`src/rtl/iec_filter_pkg.sv`:
```
// Shared constants for the IEC line filter: default geometry and the channel
// indices that drive top-levels use to pick lines out of the filter vectors.
package iec_filter_pkg;

  localparam int unsigned DEF_SYNC_STAGES = 2;
  localparam int unsigned DEF_FILTER_BITS = 3;
  localparam logic        DEF_RESET_LEVEL = 1'b1;

  localparam int unsigned CH_ATN  = 0;
  localparam int unsigned CH_CLK  = 1;
  localparam int unsigned CH_DATA = 2;
  localparam int unsigned CH_FCLK = 3;

endpackage

```
`src/rtl/iec_filter_chan.sv`:
```
// One IEC input line: synchroniser chain, ce-gated deglitch counter, filtered
// level, registered rise/fall strobes and a sticky maskable event flag.
module iec_filter_chan
  import iec_filter_pkg::*;
#(
  parameter int unsigned SYNC_STAGES = DEF_SYNC_STAGES,
  parameter int unsigned FILTER_BITS = DEF_FILTER_BITS,
  parameter logic        RESET_LEVEL = DEF_RESET_LEVEL
) (
  input  logic                   clk_i,
  input  logic                   reset_ni,
  input  logic                   ce_i,
  input  logic [FILTER_BITS-1:0] filt_len_i,
  input  logic                   in_i,
  output logic                   out_o,
  output logic                   rise_o,
  output logic                   fall_o,
  input  logic                   evt_rise_en_i,
  input  logic                   evt_fall_en_i,
  input  logic                   evt_clr_i,
  output logic                   evt_pend_o
);

  logic [SYNC_STAGES-1:0] sync_q, sync_d;
  logic [FILTER_BITS-1:0] cnt_q, cnt_d;
  logic                   out_q, out_d;
  logic                   out_dly_q;
  logic                   rise_q, rise_d;
  logic                   fall_q, fall_d;
  logic                   pend_q, pend_d;
  logic                   sync_s;

  assign sync_s = sync_q[SYNC_STAGES-1];

  always_comb begin
    sync_d = {sync_q[SYNC_STAGES-2:0], in_i};
    cnt_d  = cnt_q;
    out_d  = out_q;
    // Threshold compare uses the live filt_len so a reprogram takes effect at once.
    if (ce_i) begin
      if (sync_s == out_q) begin
        cnt_d = '0;
      end else if (cnt_q >= filt_len_i) begin
        out_d = sync_s;
        cnt_d = '0;
      end else begin
        cnt_d = cnt_q + FILTER_BITS'(1);
      end
    end

    rise_d = out_q & ~out_dly_q;
    fall_d = ~out_q & out_dly_q;

    // A new event beats a simultaneous clear.
    if ((rise_q & evt_rise_en_i) | (fall_q & evt_fall_en_i)) begin
      pend_d = 1'b1;
    end else if (evt_clr_i) begin
      pend_d = 1'b0;
    end else begin
      pend_d = pend_q;
    end
  end

  always_ff @(posedge clk_i or negedge reset_ni) begin
    if (!reset_ni) begin
      sync_q    <= {SYNC_STAGES{RESET_LEVEL}};
      cnt_q     <= '0;
      out_q     <= RESET_LEVEL;
      out_dly_q <= RESET_LEVEL;
      rise_q    <= 1'b0;
      fall_q    <= 1'b0;
      pend_q    <= 1'b0;
    end else begin
      sync_q    <= sync_d;
      cnt_q     <= cnt_d;
      out_q     <= out_d;
      out_dly_q <= out_q;
      rise_q    <= rise_d;
      fall_q    <= fall_d;
      pend_q    <= pend_d;
    end
  end

  assign out_o      = out_q;
  assign rise_o     = rise_q;
  assign fall_o     = fall_q;
  assign evt_pend_o = pend_q;

endmodule

```
`src/rtl/iec_line_filter.sv`:
```
// Multi-channel IEC input conditioner: independent per-line filters with an
// aggregated active-low interrupt built only from the pend registers.
module iec_line_filter
  import iec_filter_pkg::*;
#(
  parameter int unsigned CHANNELS    = 4,
  parameter int unsigned SYNC_STAGES = DEF_SYNC_STAGES,
  parameter int unsigned FILTER_BITS = DEF_FILTER_BITS,
  parameter logic        RESET_LEVEL = DEF_RESET_LEVEL
) (
  input  logic                   clk_i,
  input  logic                   reset_ni,
  input  logic                   ce_i,
  input  logic [FILTER_BITS-1:0] filt_len_i,
  input  logic [CHANNELS-1:0]    in_i,
  output logic [CHANNELS-1:0]    out_o,
  output logic [CHANNELS-1:0]    rise_o,
  output logic [CHANNELS-1:0]    fall_o,
  input  logic [CHANNELS-1:0]    evt_rise_en_i,
  input  logic [CHANNELS-1:0]    evt_fall_en_i,
  input  logic [CHANNELS-1:0]    evt_clr_i,
  output logic [CHANNELS-1:0]    evt_pend_o,
  output logic                   irq_no
);

  for (genvar g = 0; g < CHANNELS; g++) begin : g_chan
    iec_filter_chan #(
      .SYNC_STAGES (SYNC_STAGES),
      .FILTER_BITS (FILTER_BITS),
      .RESET_LEVEL (RESET_LEVEL)
    ) u_chan (
      .clk_i         (clk_i),
      .reset_ni      (reset_ni),
      .ce_i          (ce_i),
      .filt_len_i    (filt_len_i),
      .in_i          (in_i[g]),
      .out_o         (out_o[g]),
      .rise_o        (rise_o[g]),
      .fall_o        (fall_o[g]),
      .evt_rise_en_i (evt_rise_en_i[g]),
      .evt_fall_en_i (evt_fall_en_i[g]),
      .evt_clr_i     (evt_clr_i[g]),
      .evt_pend_o    (evt_pend_o[g])
    );
  end

  assign irq_no = ~|evt_pend_o;

endmodule
```
`config.mk`:
```
export PLATFORM = sky130hd
export DESIGN_NAME = iec_line_filter
export DESIGN_NICKNAME = d
export VERILOG_FILES = /design/src/rtl/iec_filter_pkg.sv /design/src/rtl/iec_filter_chan.sv /design/src/rtl/iec_line_filter.sv
export SDC_FILE = /design/constraint.sdc
export NUM_CORES = 1
export LEC_CHECK = 0
export ABC_AREA = 1
export BUFFER_PORTS_ARGS = -buffer_cell sky130_fd_sc_hd__buf_2
export CORE_UTILIZATION = 58
export DETAILED_ROUTE_END_ITERATION = 12
export PLACE_DENSITY_LB_ADDON = 0.25
export SLEW_MARGIN = 10
export SYNTH_ARGS = -nofsm -noshare
export SYNTH_HDL_FRONTEND = slang
export SYNTH_SLANG_ARGS = --single-unit
```
`constraint.sdc`:
```
create_clock -name clk_i -period 3 [get_ports clk_i]
set_input_delay 0.45 -clock clk_i [delete_from_list [all_inputs] [get_ports clk_i]]
set_output_delay 0.45 -clock clk_i [all_outputs]
set_load 0.005 [all_outputs]
```
==> metrics.yaml, run 1 <==
hold_viol: 0
cts_max_level: 2
fin_crit_sh_pct: 53.93
critPathArrivalTime_ns: 1.17
clkLatencyLatePin_ns: 0.33
cts_root_buf: "clkbuf_4"
dieArea_um2: 3668
netlist_top_cells_count: "nand2_1, inv_1, dfrtp_1"
leakage_nw: 1.233
p_per_area_nw_per_um2: 834.4
tightest_slew_ns: 0.8195
combPwrFrac_pct: 31.9
rr_worst_depth: 5
cts-resized-gates: 0
post-route-drc-count: 0
io_buffer_count: 38
drt_first_pass_iters: 4
synth_edf_count: 0
drive_gt1_share_pct: 25.82
synth_top_cell_area_share_pct: 30.19
seq_area_um2: 1021
cts_sinks: 40
start_util_pct: 63.10
rsz0062_at_grt: "false"
setup_violations: 0
cts_buffer_depth: 2
synth_top_cell_by_area: "dfrtp_1"
gr-total-overflow: 0
holdWs_ns: 0.1931
fp.dieW_um: 60.57
p_int_mw: 1.199
wirelength_um: 2883
yosysSeqAreaShare_pct: 51.32
antenna_found_initial: 0
yosysWarnings: 0
core_um2: 3153
post_drt_wl_per_cell_um: 10.01
dp_hpwl_um: 2118
grt_max_degree: 41
start_kind: "flop"
slew-limit-headroom_pct: 45.37
max_freq_mhz: 618.0
worstPathRequired_ns: 2.55
syn_nets: 254
antennaDiodeCount: 0
yosysMostFrequentCell: "nand2_1"
irDropWorstVdd_uv: 451.9
synthCells: 216
via_per_inst: 4.722
setup_tns_ns: 0
slew_viol_final: 0
drv_cap: 0
grt_pass1_vias: 1205
fillers: 271
status: "finished clean"
die_y_um: 60.57
finClkSkew_ns: 0.002665
grt_use_total_pct: 18.59
gp_congestion: 0.7715
critPathKind: "flop to output port"
async_flop_share_pct: 100.0
post-cts-setup-buffers: 0
avgSynthCellArea_um2: 9.210
netSwitchingFraction_pct: 33.75
synth_seq_cells: 40
path_clk_slew_ns: 0.11
vias: 1360
yosys.cell_types.count: 19
cp_slowest_stage_delay_ns: 0.42
crit_slowest_cell: "dfrtp_1"
synthTopCellsByArea: "dfrtp_1, dfstp_2, nand2_1"
finalCriticalPeriod_ns: 1.618
multiInputGateArea_um2: 701.9
netlist_area_um2: 1989
p_switching_mw: 0.6106
seqPwrFrac_pct: 49.6
nNetsFinal: 281
area_growth_pct: 8.994
grt_pass1_wl_um: 4926
cp_max_fo: 3
synthFlopType: "dfrtp_1"
crit_path_end_kind: "output port"
drt-initial-drc-count: 34
cp_cell_sequence: "nor4_1 -> buf_2"
ctsHoldBuffers: 0
drtAntennaViolNets: 0
p_clk_share_pct: 18.5
rows: 20
cts_tree: "done"
boundaryPins: 39
numCtsBuffers: 5
hold_path.class: "input pin to asynchronous set/reset pin"
placed cells by master, fill, tap and decap left out:
cell type | netlist | routed
xor2_1 | 6 | 6
nor4_1 | 1 | 1
inv_2 | 1 | 1
dfstp_2 | 16 | 16
a21oi_1 | 7 | 7
bufinv_16 | 0 | 1
ha_1 | 16 | 16
and2_1 | 1 | 1
o21ai_2 | 1 | 1
o211ai_1 | 4 | 4
dfrtp_1 | 24 | 24
clkbuf_4 | 0 | 5
clkinv_2 | 0 | 1
nand2_1 | 57 | 57
buf_2 | 0 | 38
xnor2_1 | 1 | 1
nand3b_1 | 1 | 1
nand3_1 | 14 | 14
o21ai_1 | 2 | 2
clkbuf_1 | 0 | 1
nor2_1 | 14 | 14
inv_1 | 32 | 32
power groups by stage:
stage	sequential (mW)	combinational [mW]	clock [mW]
floorplan	0.878	0.528	0
global placement	0.904	0.565	0
detailed placement	0.911	0.582	0
CTS	0.900	0.587	0.350
global route	0.929	0.690	0.369
finish	0.897	0.577	0.336
registers in the layout (all words and copies together), names as in the netlist:
signal / cells
g_chan.u_chan.cnt_q: 12
g_chan.u_chan.sync_q: 8
g_chan.u_chan.evt_pend_o: 4
g_chan.u_chan.out_dly_q: 4
g_chan.u_chan.fall_o: 4
g_chan.u_chan.rise_o: 4
g_chan.u_chan.out_o: 4
routing by layer:
| layer | up-vias | GRT usage, % | share of wire [%] |
|---|---|---|---|
| met5 | - | 0 | 0 |
| met4 | 0 | 5.844 | 0.80 |
| met3 | 3 | 5.970 | 4.4 |
| met2 | 33 | 30.77 | 48 |
| met1 | 617 | 23.35 | 47 |
| li1 | 707 | - | - |
worst paths after layout:
path / start / endpoint / slack [ns]
worst min register to register: g_chan[2].u_chan.sync_q[0] / g_chan[2].u_chan.sync_q[1] / 0.36
worst max-delay path: g_chan[1].u_chan.evt_pend_o / irq_no / 1.38
worst max register to register: g_chan[2].u_chan.cnt_q[2] / g_chan[2].u_chan.cnt_q[2] / 1.62
max in group asynchronous: reset_ni / g_chan[3].u_chan.cnt_q[1] / 2.29
min in group clk_i: in_i[1] / g_chan[1].u_chan.sync_q[0] / 0.20
worst min-delay path: reset_ni / g_chan[1].u_chan.evt_pend_o / 0.19
layout make-up:
type                       count  share of cell area (%)
clock buffer                   6                   1.904
tap                           44                   2.539
inverter                      33                   5.713
multi-input combinational    125                   32.37
sequential                    40                   47.09
clock inverter                 2                   1.616
timing repair buffer          38                   8.771
per-stage QoR:
| stage | area, um2 | setup slack, ns | std cells | total power [mW] | utilization [%] |
|---|---|---|---|---|---|
| final | 2168 | 1.382 | 288 | 1.809 | 68.77 |
| after global routing | 2168 | 1.246 | 288 | 1.988 | 68.77 |
| after CTS | 2168 | 1.349 | 288 | 1.838 | 68.77 |
| after detailed placement | 2092 | 1.379 | 280 | 1.493 | 66.35 |
| after global placement | 2092 | 1.410 | 280 | 1.468 | 66.35 |
| after floorplan | 1989 | 1.628 | 216 | 1.405 | - |
worst max-delay path: cells and delay by family, from the launching register on:
family	cells	cell delay, ns
buf+inv	1	0.15
simple gates	1	0.26
flops	1	0.42
kinds of logic (layout without fill, tap and decap cells):
kind of cell    Yosys count  in the layout  synth area share (%)
buf+inv                  51             79                 13.40
compound gates           14             14                 4.214
flops                    40             40                 51.32
xor+xnor                  7              7                 3.082
fa+ha+maj                16             16                 10.06
simple gates             88             88                 17.93
Power figures use the tool's default switching activity.
==> run 2, diff against run 1 <==
- CORE_UTILIZATION: 58 -> 54
- clock period: 3 -> 1.7 ns (I/O delays scaled with it)
==> metrics.yaml, run 2 (synthesis results as in run 1) <==
core_um2: 3442  # +9.2%
via_per_inst: 4.652  # -1.5%
grt_max_degree: 22  # -46%
fp.dieW_um: 62.70  # +3.5%
tightest_slew_ns: 0.4613  # -0.3582 ns
nNetsFinal: 284  # +1.1%
path_clk_slew_ns: 0.07  # -0.04 ns
post-cts-setup-buffers: 0  # unchanged
final_common_cell: "nand2_1"
numCtsBuffers: 5  # unchanged
top_register: "g_chan.u_chan.cnt_q"
p_clk_share_pct: 24.0  # +5.5 points
hold_viol: 0  # unchanged
crit_slowest_cell: "dfrtp_1"
cp-startpoint: "g_chan[1].u_chan.evt_pend_o"
grt-busiest-layer: "met2"
drive_gt1_share_pct: 26.72  # +0.90 points
netSwitchingFraction_pct: 32.28  # -1.5 points
cts_tree: "done"
slew_viol_final: 0  # unchanged
p_per_area_nw_per_um2: 1526  # +83%
grt_pass1_wl_um: 5520  # +12%
gr-total-overflow: 0  # unchanged
grt_pass1_vias: 1320  # +9.5%
status: "finished clean"
leakage_nw: 1.273  # +3.3%
dieArea_um2: 3931  # +7.2%
top_regs: "g_chan.u_chan.cnt_q: 12 flops, g_chan.u_chan.sync_q: 8 flops"
start_kind: "flop"
io_buffer_count: 38  # unchanged
max_freq_mhz: 722.7
worstPathRequired_ns: 1.44  # -1.11 ns
cp_cell_sequence: "nor4_1 -> buf_2"
fin_crit_sh_pct: 81.40
slew-limit-headroom_pct: 69.25  # +24 points
cts_buffer_depth: 2  # unchanged
final_area_um2: 2258  # +4.2%
worstHoldStart: "in_i[3]"
dp_hpwl_um: 2322  # +9.6%
combPwrFrac_pct: 30.0  # -1.9 points
irDropWorstVdd_uv: 765.5  # +69%
antennaDiodeCount: 0  # unchanged
seqPwrFrac_pct: 46.0  # -3.6 points
cts_sinks: 40  # unchanged
crit_path_end_kind: "output port"
post-route-drc-count: 0  # unchanged
cp_slowest_stage_delay_ns: 0.40  # -0.02 ns
setup_tns_ns: 0  # unchanged
setup_violations: 0  # unchanged
holdWs_ns: 0.05410  # -0.1390 ns
vias: 1363  # +0.22%
post_drt_wl_per_cell_um: 10.41  # +4.0%
grt_use_total_pct: 18.74  # +0.15 points
most-common-layout-cells: "nand2_1, buf_2, inv_1"
largest_reg_flops: 12  # unchanged
critPathKind: "flop to output port"
wirelength_um: 3051  # +5.8%
p_int_mw: 2.334  # +95%
grt.met2_usage_pct: 31.66  # +0.89 points
drtAntennaViolNets: 0  # unchanged
gp_congestion: 0.7904  # +2.4%
dp_cells: 284  # +1.4%
multiInputGateArea_um2: 701.9  # unchanged
rr_startpoint: "g_chan[0].u_chan.cnt_q[2]"
drv_cap: 0  # unchanged
layoutNonFillerInstCount: 293  # +1.7%
critPathArrivalTime_ns: 1.13  # -0.04 ns
boundaryPins: 39  # unchanged
finalWorstSetupSlack_ns: 0.3162  # -1.066 ns
drt_first_pass_iters: 4  # unchanged
rsz0062_at_grt: "false"
use_met1_pct: 21.33  # -2.0 points
area_growth_pct: 13.52
dpl_worst_slack_ns: 0.2327  # -1.146 ns
clkLatencyLatePin_ns: 0.29  # -0.04 ns
start_util_pct: 57.80  # -5.3 points
cp_max_fo: 3  # unchanged
cts_root_buf: "clkbuf_8"
finClkSkew_ns: 0.002660  # -0.000004830 ns
p_switching_mw: 1.112  # +82%
rows: 21  # +5.0%
die_y_um: 62.70  # +3.5%
drt-initial-drc-count: 45  # +32%
seq_area_um2: 1021  # unchanged
fillers: 288  # +6.3%
hold_path.class: "input pin to flop"
met3_usage_pct: 5.109  # -0.86 points
finalCriticalPeriod_ns: 1.384
place_area_um2: 2122  # +1.4%
cts_max_level: 2  # unchanged
antenna_found_initial: 0  # unchanged
## run 2: path summary, 6_finish.rpt
check / to / slack [ns] / depth (start not counted)
setup / recovery: irq_no / 0.32 / 2
hold / removal: g_chan[3].u_chan.sync_q[0] / 0.05 / 1
setup reg to reg: g_chan[0].u_chan.cnt_q[1] / 0.32 / 6
hold reg to reg: g_chan[2].u_chan.sync_q[1] / 0.35 / 0
max in group asynchronous: g_chan[3].u_chan.out_dly_q / 0.72 / 3
min in group asynchronous: g_chan[2].u_chan.cnt_q[0] / 0.45 / 2
## run 2: layout make-up
class	instances	share of cell area, %
flip-flops and latches	40	45.21
multi-input cells	125	31.08
repair buffers	41	10.08
inverters	33	5.485
clock buffers	7	4.266
well taps	46	2.548
clock inverters	1	1.330
## run 2: routing by layer
layer	up-vias	wire length (um)
met5	-	0
met4	0	46
met3	3	130
met2	33	1428
met1	612	1445
li1	715	-
## run 2: worst max-delay path, delay by kind of cell (launching register included)
family / cells / cell delay [ns]
flops: 1 / 0.40
simple gates: 1 / 0.28
buf+inv: 1 / 0.16
## run 2: power by group through the flow
| stage | Combinational, mW | Sequential, mW | Clock [mW] |
|---|---|---|---|
| 2_1_floorplan | 0.931 | 1.55 | 0 |
| 3_3_place_gp | 1.00 | 1.60 | 0 |
| 3_5_place_dp | 1.05 | 1.60 | 0 |
| 4_1_cts | 1.06 | 1.59 | 0.853 |
| 5_1_grt | 1.23 | 1.64 | 0.897 |
| 6_report | 1.03 | 1.58 | 0.827 |
## run 2: what timing repair did
action,in CTS,in global routing
gates resized for setup,0,0
hold buffers,1,0
hold endpoints to repair,14,0
## run 2: through the flow
| stage | util [%] | power, mW |
|---|---|---|
| 2_1_floorplan | - | 2.480 |
| 3_3_place_gp | 61.65 | 2.601 |
| 3_5_place_dp | 61.65 | 2.652 |
| 4_1_cts | 65.61 | 3.496 |
| 5_1_grt | 65.61 | 3.769 |
| 6_report | 65.61 | 3.446 |
==> run 3, diff against run 2 <==
- CORE_UTILIZATION: 54 -> 49
- clock period: 1.7 -> 1.22 ns (I/O delays scaled with it)
==> metrics.yaml, run 3 (synthesis results as in run 1) <==
drtAntennaViolNets: 0  # unchanged
die_y_um: 65.72  # +4.8%
irDropWorstVdd_uv: 1298  # +70%
status: "finished, violations left"
leakage_nw: 1.427  # +12%
dp_hpwl_um: 2485  # +7.0%
clkLatencyLatePin_ns: 0.29  # about the same
grt_pass1_vias: 1472  # +12%
drv_cap: 0  # unchanged
p_per_area_nw_per_um2: 2059  # +35%
tightest_slew_ns: 0.3722  # -0.08908 ns
gp_congestion: 0.7870  # -0.43%
top_register: "g_chan.u_chan.cnt_q"
finClkSkew_ns: 0.003084  # +0.0004244 ns
drive_gt1_share_pct: 52.19  # +25 points
critPathArrivalTime_ns: 1.46  # +0.33 ns
gr-total-overflow: 0  # unchanged
path_clk_slew_ns: 0.07  # about the same
critPathKind: "flop to flop"
rsz0062_at_grt: "true"
via_per_inst: 4.752  # +2.1%
wirelength_um: 4086  # +34%
cts_max_level: 2  # unchanged
finalCriticalPeriod_ns: 1.267
top_regs: "g_chan.u_chan.cnt_q: 12 flops, g_chan.u_chan.sync_q: 8 flops"
io_buffer_count: 38  # unchanged
start_util_pct: 52.75  # -5.0 points
grt_use_total_pct: 19.51  # +0.77 points
cts_tree: "done"
cts_sinks: 40  # unchanged
crit_path_end_kind: "flop"
wl_met2_um: 2130  # +49%
fp.dieW_um: 65.72  # +4.8%
core_um2: 3771  # +9.6%
highest_layer: "met4"
place_area_um2: 2237  # +5.4%
start_kind: "flop"
slew_viol_final: 0  # unchanged
cts_buffer_depth: 2  # unchanged
fin_crit_sh_pct: 103.9
layoutNonFillerInstCount: 322  # +9.9%
finalWorstSetupSlack_ns: -0.04707  # -0.3633 ns
vias: 1530  # +12%
post_drt_wl_per_cell_um: 12.69  # +22%
hold_path.class: "input pin to flop"
max_freq_mhz: 789.2
dieArea_um2: 4319  # +9.9%
most-common-layout-cells: "nand2_1, buf_2, inv_1, dfrtp_1, buf_4"
numCtsBuffers: 5  # unchanged
final_area_um2: 2783  # +23%
largest_reg_flops: 12  # unchanged
finalPower_mw: 5.728  # +66%
post-route-drc-count: 0  # unchanged
cts_root_buf: "clkbuf_8"
holdWs_ns: 0.08848  # +0.03437 ns
met3_length_um: 150  # +15%
met1_length_um: 1711  # +18%
antennaDiodeCount: 0  # unchanged
hold_viol: 0  # unchanged
worstPathRequired_ns: 1.41  # -0.03 ns
violations: "negative setup slack"
drt-initial-drc-count: 45  # unchanged
nNetsFinal: 311  # +9.5%
rows: 22  # +4.8%
final_common_cell: "nand2_1"
grt_max_degree: 41  # +86%
drt_first_pass_iters: 4  # unchanged
cp_max_fo: 3  # unchanged
dp_cells: 301  # +6.0%
boundaryPins: 39  # unchanged
antenna_found_initial: 0  # unchanged
setup_violations: 12  # +12
area_growth_pct: 39.87
grt_pass1_wl_um: 6182  # +12%
slew-limit-headroom_pct: 75.16  # +5.9 points
==> run 3: changes by cell type in the layout (fill, tap and decap cells not counted), moves of 6 or more <==
cell,delta
inv_1,-8
ha_4,+10
nand2_4,+6
ha_1,-11
a21oi_1,-7
inv_2,+8
nand2_1,-14
nand2_2,+8
buf_4,+20
==> run 3: repair_timing <==
item / 4_1_cts / 5_1_grt
resized for setup: 29 / 41
hold endpoints to repair: 28 / 0
pin swaps: 19 / 22
setup endpoints to repair: 15 / 19
buffers inserted: 5 / 4
hold buffers: 5 / 0
==> run 3: metal layers <==
| metal | vias to the layer above | global-route usage, % |
|---|---|---|
| li1 | 768 | - |
| met1 | 717 | 23.25 |
| met2 | 36 | 32.78 |
| met3 | 9 | 4.167 |
| met4 | 0 | 10.05 |
| met5 | - | 0 |
==> run 3: final cells by class <==
type / count / area [um2]
tap: 48 / 60.06
timing repair buffer: 68 / 460.4
sequential: 40 / 1021
clock inverter: 2 / 10.01
inverter: 33 / 123.9
multi-input combinational: 125 / 1025
fill: 260 / 988.4
clock buffer: 6 / 82.58
==> run 3: power by group <==
part	switching (mW)	internal [mW]
Sequential	0.341	1.87
Combinational	1.30	1.32
Clock	0.442	0.451
Total	2.08	3.65
==> run 3: worst paths after layout <==
kind / slack [ns] / end / startpoint / cells past startpoint
setup / recovery: -0.05 / g_chan[2].u_chan.cnt_q[2] / g_chan[2].u_chan.cnt_q[2] / 5
hold / removal: 0.09 / g_chan[1].u_chan.evt_pend_o / evt_clr_i[1] / 2
setup reg to reg: -0.05 / g_chan[2].u_chan.cnt_q[2] / g_chan[2].u_chan.cnt_q[2] / 5
hold reg to reg: 0.36 / g_chan[0].u_chan.sync_q[1] / g_chan[0].u_chan.sync_q[0] / 0
max in group asynchronous: 0.58 / g_chan[0].u_chan.out_o / reset_ni / 3
min in group asynchronous: 0.38 / g_chan[1].u_chan.cnt_q[0] / reset_ni / 3
==> run 3: worst max-delay path: stages (launching register included) <==
cell     delay, ns
dfrtp_1       0.42
ha_4          0.31
nand2_4       0.06
o21ai_4       0.16
nand2_2       0.08
and2_4        0.14
==> run 3: through the flow <==
step / worst slack (ns) / utilization, % / setup TNS, ns
floorplan: 0.004754 / - / 0
global placement: -0.09712 / 59.32 / -0.6046
detailed placement: -0.1165 / 59.32 / -0.8354
CTS: -0.04793 / 67.55 / -0.1598
global route: -0.1081 / 73.79 / -1.212
finish: -0.04707 / 73.79 / -0.2510
